[src/rtl/pq_sort_driver_if.sv]
// Stream-in / stream-out / pq-port bundle for pq_sort_driver.
// master is the driver side; slave is the environment (source, sink and pq).
interface pq_sort_driver_if #(
  parameter int unsigned W = 32
);
  logic         in_valid;
  logic [W-1:0] in_data;
  logic         in_last;
  logic         in_ready;

  logic         out_valid;
  logic [W-1:0] out_data;
  logic         out_last;
  logic         out_ready;

  logic         pq_enq_valid;
  logic [W-1:0] pq_enq_value;
  logic         pq_enq_ready;
  logic         pq_deq_req;
  logic [W-1:0] pq_deq_value;
  logic         pq_deq_valid;

  modport master (
    input  in_valid, in_data, in_last, out_ready,
           pq_enq_ready, pq_deq_value, pq_deq_valid,
    output in_ready, out_valid, out_data, out_last,
           pq_enq_valid, pq_enq_value, pq_deq_req
  );

  modport slave (
    output in_valid, in_data, in_last, out_ready,
           pq_enq_ready, pq_deq_value, pq_deq_valid,
    input  in_ready, out_valid, out_data, out_last,
           pq_enq_valid, pq_enq_value, pq_deq_req
  );
endinterface

[src/rtl/pq_sort_driver.sv]
// Batch sorter front-end: loads one input batch into a pq, then drains it
// largest-first onto the output stream, pacing pq requests with settle gaps.
module pq_sort_driver #(
  parameter int unsigned L      = 3,
  parameter int unsigned W      = 32,
  parameter int unsigned SETTLE = L
) (
  input  logic            clk,
  input  logic            rst,
  pq_sort_driver_if.master bus,
  output logic            trunc,
  output logic            busy
);

  localparam int unsigned CAP         = (1 << L) - 1;
  localparam int unsigned CW          = $clog2(CAP + 1);
  localparam int unsigned SW          = (SETTLE < 2) ? 1 : $clog2(SETTLE);
  localparam int unsigned SETTLE_LAST = (SETTLE == 0) ? 0 : SETTLE - 1;

  typedef enum logic [1:0] {
    ST_FILL   = 2'd0,
    ST_SETTLE = 2'd1,
    ST_REQ    = 2'd2,
    ST_OUT    = 2'd3
  } state_e;

  state_e         state_q,     state_d;
  logic [CW-1:0]  cnt_q,       cnt_d;
  logic [SW-1:0]  settle_q,    settle_d;
  logic           trunc_q,     trunc_d;
  logic           busy_q,      busy_d;
  logic           deq_req_q,   deq_req_d;
  logic           out_valid_q, out_valid_d;
  logic [W-1:0]   out_data_q,  out_data_d;
  logic           out_last_q,  out_last_d;

  logic           in_ready_c;
  logic           enq_valid_c;
  logic [W-1:0]   enq_value_c;
  logic           in_xfer_c;
  logic           at_cap_m1_c;

  // State and registered outputs; reset clears everything at once.
  always_ff @(posedge clk or posedge rst) begin
    if (rst) begin
      state_q     <= ST_FILL;
      cnt_q       <= '0;
      settle_q    <= '0;
      trunc_q     <= 1'b0;
      busy_q      <= 1'b0;
      deq_req_q   <= 1'b0;
      out_valid_q <= 1'b0;
      out_data_q  <= '0;
      out_last_q  <= 1'b0;
    end else begin
      state_q     <= state_d;
      cnt_q       <= cnt_d;
      settle_q    <= settle_d;
      trunc_q     <= trunc_d;
      busy_q      <= busy_d;
      deq_req_q   <= deq_req_d;
      out_valid_q <= out_valid_d;
      out_data_q  <= out_data_d;
      out_last_q  <= out_last_d;
    end
  end

  assign in_xfer_c   = (state_q == ST_FILL) && bus.in_valid && bus.pq_enq_ready;
  assign at_cap_m1_c = (cnt_q == CW'(CAP - 1));

  // Next-state and handshake decode.
  always_comb begin
    state_d     = state_q;
    cnt_d       = cnt_q;
    settle_d    = settle_q;
    trunc_d     = trunc_q;
    deq_req_d   = deq_req_q;
    out_valid_d = out_valid_q;
    out_data_d  = out_data_q;
    out_last_d  = out_last_q;
    in_ready_c  = 1'b0;
    enq_valid_c = 1'b0;
    enq_value_c = '0;

    unique case (state_q)
      ST_FILL: begin
        in_ready_c  = bus.pq_enq_ready;
        enq_valid_c = bus.in_valid;
        enq_value_c = bus.in_data;
        if (in_xfer_c) begin
          cnt_d = cnt_q + CW'(1);
          if (bus.in_last || at_cap_m1_c) begin
            state_d  = ST_SETTLE;
            settle_d = '0;
            trunc_d  = at_cap_m1_c && !bus.in_last;
          end
        end
      end

      ST_SETTLE: begin
        if (settle_q == SW'(SETTLE_LAST)) begin
          settle_d = '0;
          // An empty pq is never dequeued; fall back to FILL instead.
          if (cnt_q != '0) begin
            state_d   = ST_REQ;
            deq_req_d = 1'b1;
          end else begin
            state_d = ST_FILL;
            trunc_d = 1'b0;
          end
        end else begin
          settle_d = settle_q + SW'(1);
        end
      end

      ST_REQ: begin
        if (bus.pq_deq_valid) begin
          deq_req_d   = 1'b0;
          out_data_d  = bus.pq_deq_value;
          out_valid_d = 1'b1;
          out_last_d  = (cnt_q == CW'(1));
          if (cnt_q != '0) begin
            cnt_d = cnt_q - CW'(1);
          end
          state_d = ST_OUT;
        end
      end

      ST_OUT: begin
        if (bus.out_ready) begin
          out_valid_d = 1'b0;
          settle_d    = '0;
          if (cnt_q == '0) begin
            state_d    = ST_FILL;
            out_last_d = 1'b0;
            trunc_d    = 1'b0;
          end else begin
            state_d = ST_SETTLE;
          end
        end
      end

      default: begin
        state_d = ST_FILL;
      end
    endcase
  end

  assign busy_d = (state_d != ST_FILL);

  assign bus.in_ready     = in_ready_c;
  assign bus.pq_enq_valid = enq_valid_c;
  assign bus.pq_enq_value = enq_value_c;
  assign bus.pq_deq_req   = deq_req_q;
  assign bus.out_valid    = out_valid_q;
  assign bus.out_data     = out_data_q;
  assign bus.out_last     = out_last_q;
  assign trunc            = trunc_q;
  assign busy             = busy_q;

endmodule

[src/flat_wrapper.sv]
// flat-port wrapper written by rule: the top's interface ports become plain ports
module pq_sort_driver_flat 
#(
  parameter int unsigned L      = 3,
  parameter int unsigned W      = 32,
  parameter int unsigned SETTLE = L
)
  (clk, rst, trunc, busy, bus_in_valid, bus_in_data, bus_in_last, bus_out_ready, bus_pq_enq_ready, bus_pq_deq_value, bus_pq_deq_valid, bus_in_ready, bus_out_valid, bus_out_data, bus_out_last, bus_pq_enq_valid, bus_pq_enq_value, bus_pq_deq_req);
  pq_sort_driver_if #(.W(W)) bus_i ();
  input  logic clk;
  input  logic rst;
  output logic trunc;
  output logic busy;
  input wire logic [$bits(bus_i.in_valid)-1:0] bus_in_valid;
  input wire logic [$bits(bus_i.in_data)-1:0] bus_in_data;
  input wire logic [$bits(bus_i.in_last)-1:0] bus_in_last;
  input wire logic [$bits(bus_i.out_ready)-1:0] bus_out_ready;
  input wire logic [$bits(bus_i.pq_enq_ready)-1:0] bus_pq_enq_ready;
  input wire logic [$bits(bus_i.pq_deq_value)-1:0] bus_pq_deq_value;
  input wire logic [$bits(bus_i.pq_deq_valid)-1:0] bus_pq_deq_valid;
  output wire logic [$bits(bus_i.in_ready)-1:0] bus_in_ready;
  output wire logic [$bits(bus_i.out_valid)-1:0] bus_out_valid;
  output wire logic [$bits(bus_i.out_data)-1:0] bus_out_data;
  output wire logic [$bits(bus_i.out_last)-1:0] bus_out_last;
  output wire logic [$bits(bus_i.pq_enq_valid)-1:0] bus_pq_enq_valid;
  output wire logic [$bits(bus_i.pq_enq_value)-1:0] bus_pq_enq_value;
  output wire logic [$bits(bus_i.pq_deq_req)-1:0] bus_pq_deq_req;
  assign bus_i.in_valid = bus_in_valid;
  assign bus_i.in_data = bus_in_data;
  assign bus_i.in_last = bus_in_last;
  assign bus_i.out_ready = bus_out_ready;
  assign bus_i.pq_enq_ready = bus_pq_enq_ready;
  assign bus_i.pq_deq_value = bus_pq_deq_value;
  assign bus_i.pq_deq_valid = bus_pq_deq_valid;
  assign bus_in_ready = bus_i.in_ready;
  assign bus_out_valid = bus_i.out_valid;
  assign bus_out_data = bus_i.out_data;
  assign bus_out_last = bus_i.out_last;
  assign bus_pq_enq_valid = bus_i.pq_enq_valid;
  assign bus_pq_enq_value = bus_i.pq_enq_value;
  assign bus_pq_deq_req = bus_i.pq_deq_req;
  pq_sort_driver #(.L(L), .W(W), .SETTLE(SETTLE)) u_core (.clk(clk), .rst(rst), .bus(bus_i), .trunc(trunc), .busy(busy));
endmodule
[config.mk]
export PLATFORM = sky130hd
export DESIGN_NAME = pq_sort_driver_flat
export DESIGN_NICKNAME = d
export VERILOG_FILES = /design/src/rtl/pq_sort_driver_if.sv /design/src/rtl/pq_sort_driver.sv /design/src/flat_wrapper.sv
export SDC_FILE = /design/constraint.sdc
export NUM_CORES = 1
export LEC_CHECK = 0
export ABC_AREA = 1
export BUFFER_PORTS_ARGS = -buffer_cell sky130_fd_sc_hd__buf_2
export CAP_MARGIN = 20
export CORE_MARGIN = 1.5
export CORE_UTILIZATION = 45
export DETAILED_ROUTE_END_ITERATION = 6
export PLACE_DENSITY = 0.95
export SYNTH_ARGS = -nofsm -noshare
export SYNTH_HDL_FRONTEND = slang
export SYNTH_SLANG_ARGS = --single-unit
[constraint.sdc]
create_clock -name clk -period 2.6 [get_ports clk]
set_input_delay 0 -clock clk [delete_from_list [all_inputs] [get_ports clk]]
set_output_delay 0 -clock clk [all_outputs]
set_load 0.02 [all_outputs]
# Word level (Yosys, flattened, before mapping)
# Cells that the tools add are included.
# W data, S select, Z words.
dict set report totals {
  register_bits 44
  in_bits 71
  output_inout_bits 71
  elab_cells 83
}
dict set report classes {
  n_addsub 3
  eq_ne 15
  mux 36
  reduce_logical 20
}
# cell n
set ops {}
lappend ops {{$mux W32} 1}
lappend ops {{$mux W2} 10}
lappend ops {{$reduce_and A4 Y1} 4}
lappend ops {{$mux W1} 15}
lappend ops {{$ne A2 B1 Y1 const B} 5}
lappend ops {{$mux W3} 3}
lappend ops {{$ne A2 B2 Y1 const B} 4}
lappend ops {{$pmux W2 S4} 1}
lappend ops {{$reduce_bool A2 Y1} 4}
lappend ops {{$reduce_and A7 Y1} 1}
lappend ops {{$eq A2 B2 Y1 const B} 3}
lappend ops {{$pmux W1 S2} 3}
lappend ops {{$pmux W2 S3} 1}
lappend ops {{$pmux W3 S2} 1}
lappend ops {{$reduce_bool A3 Y1} 2}
lappend ops {{$add A3 B1 Y3 const B} 1}
lappend ops {{$eq A3 B1 Y1 const B} 1}
lappend ops {{$eq A3 B3 Y1 const B} 1}
lappend ops {{$logic_and A1 B1 Y1} 3}
lappend ops {{$logic_not A3 Y1} 1}
lappend ops {{$pmux W1 S3} 1}
lappend ops {{$reduce_and A3 Y1} 1}
lappend ops {{$sub A3 B1 Y3 const B} 1}
lappend ops {{$add A2 B1 Y2 const B} 1}
lappend ops {{other kinds (5)} 5}

# Depth between registers and ports, before layout
# Gate-level depths: netlist of run 1.
dict set report logic_depth {
  word_depth 6
  ltp_mapped 9
  ltp_nobuf 9
}

# Worst setup path after synthesis of run 1
# No wires, ideal clock.
dict set report synth_timing {
  kind {reg2reg}
  startpoint {register u_core.state_q[0]}
  endpoint {register u_core.cnt_q[0]}
  setup_ns 0.079
  arrival_time_ns 1.266
  t_required_ns 2.521
  path_slack_ns 1.255
  stages_incl_launch_ff 7
  n_path_buf 0
  period_less_slack_ns 1.345
  path_cell_list {dfrtp_1 inv_2 nand2_2 nor2_1 nand2_1 nand2_2 xor2_1}
}
dict set report synth_via {
  elab_chain_len 5
  elab_cells_between_ends 10
  classes_between {eq/ne (4); mux (1); reduce/logical (5)}
}
# item line_no
set synth_lines {}
lappend synth_lines {{start, declared} pq_sort_driver.sv:27} ;# state_e state_q, state_d;
lappend synth_lines {{start signal, assigned} pq_sort_driver.sv:56} ;# state_q <= state_d;
lappend synth_lines {{$logic_not A2 Y1} {pq_sort_driver.sv:68, pq_sort_driver.sv:85}}
lappend synth_lines {{$logic_and A1 B1 Y1 (2 in a row)} pq_sort_driver.sv:68} ;# assign in_xfer_c = (state_q == ST_FILL) && bus.in_valid && bus.pq_enq_ready;
lappend synth_lines {{$ne A2 B1 Y1 (no line)} --}
lappend synth_lines {{$reduce_and A4 Y1 (no line)} --}
lappend synth_lines {{end signal, assigned} pq_sort_driver.sv:57} ;# cnt_q <= cnt_d;
lappend synth_lines {{end, declared} pq_sort_driver.sv:28} ;# logic [CW-1:0] cnt_q, cnt_d;
# Parallel ways exist; a longest one is shown, timed or not.
# A chain may end at the register's enable or synchronous reset.

# Worst setup path after layout of run 1
dict set report layout_timing {
  startpoint {register u_core.state_q[0]}
  endpoint {register u_core.out_data_q[21] (netlist: u_core.bus.out_data[21])}
}
dict set report layout_via {
  elab_chain_len 2
}
# item line_no
set layout_lines {}
lappend layout_lines {{$eq A2 B2 Y1} pq_sort_driver.sv:85} ;# unique case (state_q)
lappend layout_lines {{$reduce_and A2 Y1 (no line)} --}
lappend layout_lines {{end signal, assigned} pq_sort_driver.sv:63} ;# out_data_q <= out_data_d;
lappend layout_lines {{end, declared} pq_sort_driver.sv:34} ;# logic [W-1:0] out_data_q, out_data_d;
# Every way passes these cells.

==> flow_summary.json, run 1 <==
{
  "syn_inst": 302,
  "p_per_area_nw_per_um2": 1123,
  "clkPwrFrac_pct": 11.2,
  "initial_utilization_pct": 46.48,
  "grt_max_degree": 36,
  "n_antenna_cell": 0,
  "vias_per_cell": 4.738,
  "die_y_um": 72.62,
  "outcome": "complete, no violations",
  "root_buffer": "clkbuf_8",
  "first_pass_iters": 5,
  "clk_pin_slew_ns": 0.09,
  "antenna_found_initial": 0,
  "syn_area_per_cell_um2": 7.221,
  "p_leak_nw": 2.149,
  "worst_path_dominant_cell_family": "simple AND/OR/NAND/NOR gates",
  "hold_end": "u_core.state_q[0]",
  "numPortBuffers": 141,
  "power.total_mw": 3.761,
  "grt_first_pass_wirelength_um": 11210,
  "async_flop_share_pct": 100.0,
  "synth_edf_count": 0,
  "fin_area_um2": 3349,
  "reg2reg_slack_ns": 0.87,
  "tns_ns": 0,
  "cts_resized": 0,
  "grt_pass1_vias": 2477,
  "area_delta_synth_final_pct": 53.59,
  "grt_use_total_pct": 28.37,
  "numCtsBuffers": 5,
  "hold_path_depth": 3,
  "grt.overflow.total": 0,
  "worstSkewPairLatency_ns": 0.30,
  "critical_path.slowest_cell": "dfrtp_1",
  "internal-power_mw": 1.860,
  "cp_max_fo": 34,
  "die_x_um": 72.62,
  "synth_area_um2": 2181,
  "r2r-end": "u_core.bus.out_data[21]",
  "ys_top_cells_by_area": "dfrtp_1 50%, nand2_1 22%, inv_1 8.4%",
  "synth_commonest_cells": "128 x nand2_1, 49 x inv_1, 44 x dfrtp_1",
  "dr.first_iter.drc_count": 117,
  "relSlewSlack_pct": 49.84,
  "finalHoldViolCount": 0,
  "yosysTopAreaCell": "dfrtp_1",
  "finalCritPeriodShare_pct": 66.66,
  "fillers": 329,
  "core_um2": 4692,
  "cp.required_ns": 2.77,
  "post-route-min-period_ns": 1.733,
  "cts_setup_buffers": 0,
  "ant_nets": 0,
  "hold_class": "input pin to flip-flop",
  "rsz0062_at_grt": "false",
  "yosysWarnings": 0,
  "ys_seq_area_share_pct": 50.49,
  "start_kind": "flip-flop",
  "worstMarginPinSlew_ns": 0.7478,
  "timing.rr.start": "u_core.state_q[0]",
  "row_count": 25,
  "crit_arrival_ns": 1.91,
  "finalClockSkew_ns": 0.01144,
  "path_cells": "inv_2, nand2_2, nor2_4, inv_2, nand2_1, nand2_1",
  "ir_drop_mv": 0.7120,
  "end_kind": "flip-flop",
  "hp-start": "bus_pq_enq_ready",
  "nets": 553,
  "cts_max_path_buffers": 2,
  "dp_hpwl_um": 4320,
  "placed_area_um2": 2928,
  "ys_ff_latch": 44,
  "ys_types": 19,
  "path_buf_inv": 2,
  "criticalPathCategory": "flip-flop to flip-flop",
  "via_count": 2516,
  "synth_fp_nets": 378,
  "switchingPower_mw": 1.901,
  "routabilityCongestion": 0.8291,
  "drive_gt1_share_pct": 32.91,
  "fin_util_pct": 71.39,
  "synth_ff_type": "dfrtp_1",
  "wl_per_cell_um": 13.79,
  "cts_sinks": 44,
  "synth_top_area_share_pct": 50.49,
  "cts_tree": "done",
  "power.share.sequential_pct": 32.9,
  "cts_max_level": 2,
  "clock.fmax_mhz": 577.0,
  "dieArea_um2": 5273,
  "cpPeakStageDelay_ns": 0.44,
  "routed_wl_um": 7321,
  "drc": 0,
  "setup_violations": 0,
  "max-cap-violations": 0,
  "ioPinCount": 142,
  "p_comb_share_pct": 55.9,
  "power_switching_share_pct": 50.55,
  "fin_hold_ws_ns": 0.01705,
  "reg2reg_depth": 6,
  "drv_slew": 0,
  "yosysMostFrequentCell": "nand2_1"
}
-- per-stage QoR --
| step | worst slack, ns | cells |
|---|---|---|
| 3_3_place_gp | 0.9368 | 490 |
| 3_5_place_dp | 0.8896 | 490 |
| 6_report | 0.8668 | 531 |
| 2_1_floorplan | 1.255 | 302 |
| 5_1_grt | 0.7694 | 531 |
| 4_1_cts | 0.8751 | 531 |
-- worst max-delay path by stage --
stage                                 start                 endpoint  slack [ns]  depth (start not counted)
after floorplan           u_core.state_q[0]          u_core.cnt_q[0]        1.25                          6
after global placement    u_core.state_q[0]    u_core.bus.pq_deq_req        0.94                          5
after detailed placement  u_core.state_q[0]    u_core.bus.pq_deq_req        0.89                          5
after CTS                 u_core.state_q[0]    u_core.bus.pq_deq_req        0.88                          5
after global routing      u_core.state_q[0]    u_core.bus.pq_deq_req        0.77                          5
final                     u_core.state_q[0]  u_core.bus.out_data[21]        0.87                          6
-- layer usage --
layer | track usage, % | wire (µm)
met1 | 26.65 | 2539
met2 | 53.92 | 3972
met3 | 6.215 | 406
met4 | 19.29 | 403
met5 | 0 | 0
-- sequential cells by signal (all words and copies together) (netlist names) --
| name | cells |
|---|---|
| u_core.trunc | 1 |
| u_core.cnt_q | 3 |
| u_core.settle_q | 2 |
| u_core.busy | 1 |
| u_core.bus.out_valid | 1 |
| u_core.bus.out_last | 1 |
| u_core.bus.out_data | 32 |
| u_core.bus.pq_deq_req | 1 |
| u_core.state_q | 2 |
-- power by group through the flow --
stage          Clock (mW)  Sequential, mW  Combinational (mW)
2_1_floorplan           0            1.52                1.02
3_5_place_dp            0            1.21                2.01
3_3_place_gp            0            1.20                1.93
5_1_grt             0.456            1.27                2.29
4_1_cts             0.418            1.20                2.06
6_report            0.423            1.24                2.10
-- kinds of logic (layout without fill, tap and decap cells) --
| kind of cell | count (synthesis) | after routing | share of synthesized area (%) |
|---|---|---|---|
| simple gates | 180 | 180 | 32.19 |
| buf+inv | 61 | 236 | 10.84 |
| flops | 44 | 44 | 50.49 |
| compound gates | 8 | 8 | 2.008 |
| fa+ha+maj | 5 | 5 | 2.869 |
| xor+xnor | 4 | 4 | 1.607 |
-- tightest hold or removal path: cells and delay by family --
family	cells	cell delay [ns]
simple gates	2	0.16
buf+inv	1	0.11
-- repair_timing --
action / in CTS / in global routing
hold buffers: 34 / 0
endpoints found under the hold margin: 53 / 0
endpoints found under the setup margin: 0 / 0
-- cells in the final DEF, fill, tap and decap left out, types with 2 or more instances in the layout --
master and instances:
clkbuf_8 5, o21ai_0 2, dfrtp_1 44, a21oi_1 3, buf_2 141, nand3_1 8
buf_4 2, o21ai_1 2, inv_2 3, ha_1 5, nand2_1 128, dlygate4sd3_1 34
nand2_2 3, xor2_1 3, nor2_1 39, inv_1 48
-- area by class of cell --
class | instances | area [µm²] | share of cell area, %
Clock buffer | 5 | 68.82 | 2.055
Clock inverter | 2 | 12.51 | 0.3736
Inverter | 52 | 195.2 | 5.827
Multi-Input combinational cell | 197 | 843.3 | 25.18
Sequential cell | 44 | 1101 | 32.87
Tap cell | 54 | 67.56 | 2.017
Timing Repair Buffer | 177 | 1061 | 31.68
Power figures use the tool's default switching activity.
==> inputs of run 2 (changes only) <==
--- a/config.mk
+++ b/config.mk
@@ -9,9 +9,9 @@
 export BUFFER_PORTS_ARGS = -buffer_cell sky130_fd_sc_hd__buf_2
 export CAP_MARGIN = 20
 export CORE_MARGIN = 1.5
-export CORE_UTILIZATION = 45
+export CORE_UTILIZATION = 38
 export DETAILED_ROUTE_END_ITERATION = 6
-export PLACE_DENSITY = 0.95
+export PLACE_DENSITY = 0.87
 export SYNTH_ARGS = -nofsm -noshare
 export SYNTH_HDL_FRONTEND = slang
 export SYNTH_SLANG_ARGS = --single-unit
==> constraint.sdc (replaced) <==
create_clock -name clk -period 1.4 [get_ports clk]
set_input_delay 0 -clock clk [delete_from_list [all_inputs] [get_ports clk]]
set_output_delay 0 -clock clk [all_outputs]
set_load 0.02 [all_outputs]
==> run 2 against run 1 <==
  * Critical path depth is 1 lower
  * Fmax is 28% higher
  * Non-clock buffer count is 7 higher
  * Sequential share of layout area is 2.3 points lower
  * First-iteration DRC count is 37% higher
  * Flip-flop and latch count stayed put
  * Die area is 18% higher
  * Combinational power is 120% higher
  * Via count is 0.79% lower
  * Clock power is 83% higher
  * Routed wire length is 8.5% lower
  * Final cell count is 4.9% higher
  * Critical path type unchanged
  * Largest cell class is now buffers
  * Largest power group unchanged
==> flow_summary.json, run 2 (synthesis gave the netlist of run 1 again) <==
{
  "dr.first_iter.drc_count": 160,
  "criticalPathCategory": "flip-flop to flip-flop",
  "routabilityCongestion": 0.8212,
  "p_per_area_nw_per_um2": 2104,
  "fillers": 445,
  "vias_per_cell": 4.481,
  "final_common_cell": "nand2_1",
  "grt_pass1_vias": 2374,
  "dp_hpwl_um": 4073,
  "clk_pin_slew_ns": 0.07,
  "drc": 0,
  "cts_sinks": 44,
  "worstMarginPinSlew_ns": 0.5381,
  "met3_length_um": 542,
  "placed_cells": 512,
  "wl_per_cell_um": 12.03,
  "via_count": 2496,
  "finalClockSkew_ns": 0.006846,
  "end_kind": "flip-flop",
  "wl_met2_um": 3487,
  "power.total_mw": 7.591,
  "max-cap-violations": 0,
  "ant_nets": 0,
  "initial_utilization_pct": 39.60,
  "stdcell_count": 557,
  "worstSkewPairLatency_ns": 0.30,
  "cp.required_ns": 1.58,
  "start_kind": "flip-flop",
  "grt_use_total_pct": 20.56,
  "fin_hold_ws_ns": 0.008661,
  "numCtsBuffers": 5,
  "post-route-min-period_ns": 1.358,
  "rsz0062_at_grt": "true",
  "hold_class": "input pin to flip-flop",
  "drv_slew": 0,
  "n_antenna_cell": 0,
  "relSlewSlack_pct": 64.12,
  "row_count": 27,
  "numPortBuffers": 141,
  "cts_max_level": 2,
  "drive_gt1_share_pct": 37.11,
  "m1WireLength_um": 2506,
  "reg2reg_slack_ns": 0.04,
  "cts_tree": "done",
  "dieArea_um2": 6202,
  "grt.overflow.total": 0,
  "grt_max_degree": 45,
  "grt_first_pass_wirelength_um": 10050,
  "first_pass_iters": 4,
  "p_leak_nw": 2.219,
  "final_cell_mix": "128 x nand2_1, 119 x buf_2, 46 x inv_1",
  "cp_max_fo": 34,
  "setup_violations": 0,
  "die_y_um": 78.76,
  "routed_wl_um": 6700,
  "antenna_found_initial": 0,
  "ioPinCount": 142,
  "root_buffer": "clkbuf_8",
  "nets": 560,
  "die_x_um": 78.76,
  "top_layer": "met4",
  "area_delta_synth_final_pct": 65.46,
  "cts_max_path_buffers": 2,
  "outcome": "complete, no violations",
  "finalCritPeriodShare_pct": 96.98,
  "finalHoldViolCount": 0,
  "clock.fmax_mhz": 736.5,
  "largest_reg_flops": 32,
  "crit_arrival_ns": 1.54,
  "core_um2": 5507,
  "ir_drop_mv": 1.133
}
## run 2: per-stage QoR
| stage | cell area, µm² | utilization (%) | setup TNS, ns | setup slack [ns] |
|---|---|---|---|---|
| after floorplan | 2181 | - | 0 | 0.05466 |
| after global placement | 2980 | 54.12 | 0 | 0.08743 |
| after detailed placement | 2980 | 54.12 | 0 | 0.04506 |
| after CTS | 3401 | 61.76 | 0 | 0.009121 |
| after global routing | 3608 | 65.53 | -0.1192 | -0.03098 |
| final | 3608 | 65.53 | 0 | 0.04225 |
## run 2: repair_timing
action	4_1_cts	5_1_grt
hold buffers	33	0
setup buffers	0	1
endpoints found under the hold margin	76	0
pin swaps	0	1
endpoints found under the setup margin	32	68
gates cloned	0	3
resized for setup	2	50
## run 2: metal layers
layer | global-route usage [%] | up-vias
met5 | 0 | -
met4 | 10.18 | 0
met3 | 5.517 | 19
met2 | 38.36 | 122
met1 | 20.93 | 1120
li1 | - | 1235
## run 2: path summary, 6_finish.rpt
check / cells after the start / to / from
setup / recovery: 5 / u_core.bus.pq_deq_req / u_core.state_q[0]
hold / removal: 4 / u_core.trunc / bus_in_last
setup reg to reg: 5 / u_core.bus.pq_deq_req / u_core.state_q[0]
hold reg to reg: 2 / u_core.bus.out_data[8] / u_core.bus.out_data[8]
max in group asynchronous: 4 / u_core.state_q[1] / rst
min in group asynchronous: 4 / u_core.bus.out_data[10] / rst
## run 2: power breakdown
| part | internal [mW] | switching [mW] |
|---|---|---|
| logic | 1.78 | 2.80 |
| clock network | 0.356 | 0.418 |
| registers | 1.87 | 0.364 |
| total | 4.01 | 3.58 |
## run 2: layout make-up
type / instances / area, µm² / share of cell area [%]
Clock buffer: 7 / 76.32 / 2.115
Inverter: 52 / 200.2 / 5.548
Timing Repair Buffer: 184 / 1236 / 34.26
Tap cell: 72 / 90.09 / 2.497
Multi-Input combinational cell: 197 / 894.6 / 24.79
Clock inverter: 1 / 8.758 / 0.2427
Sequential cell: 44 / 1102 / 30.55
## run 2: worst max-delay path: stages, from the launching register on
cell     delay [ns]
dfrtp_1        0.39
inv_2          0.14
nand2_2        0.13
nor2_4         0.18
inv_4          0.16
a22o_1         0.24
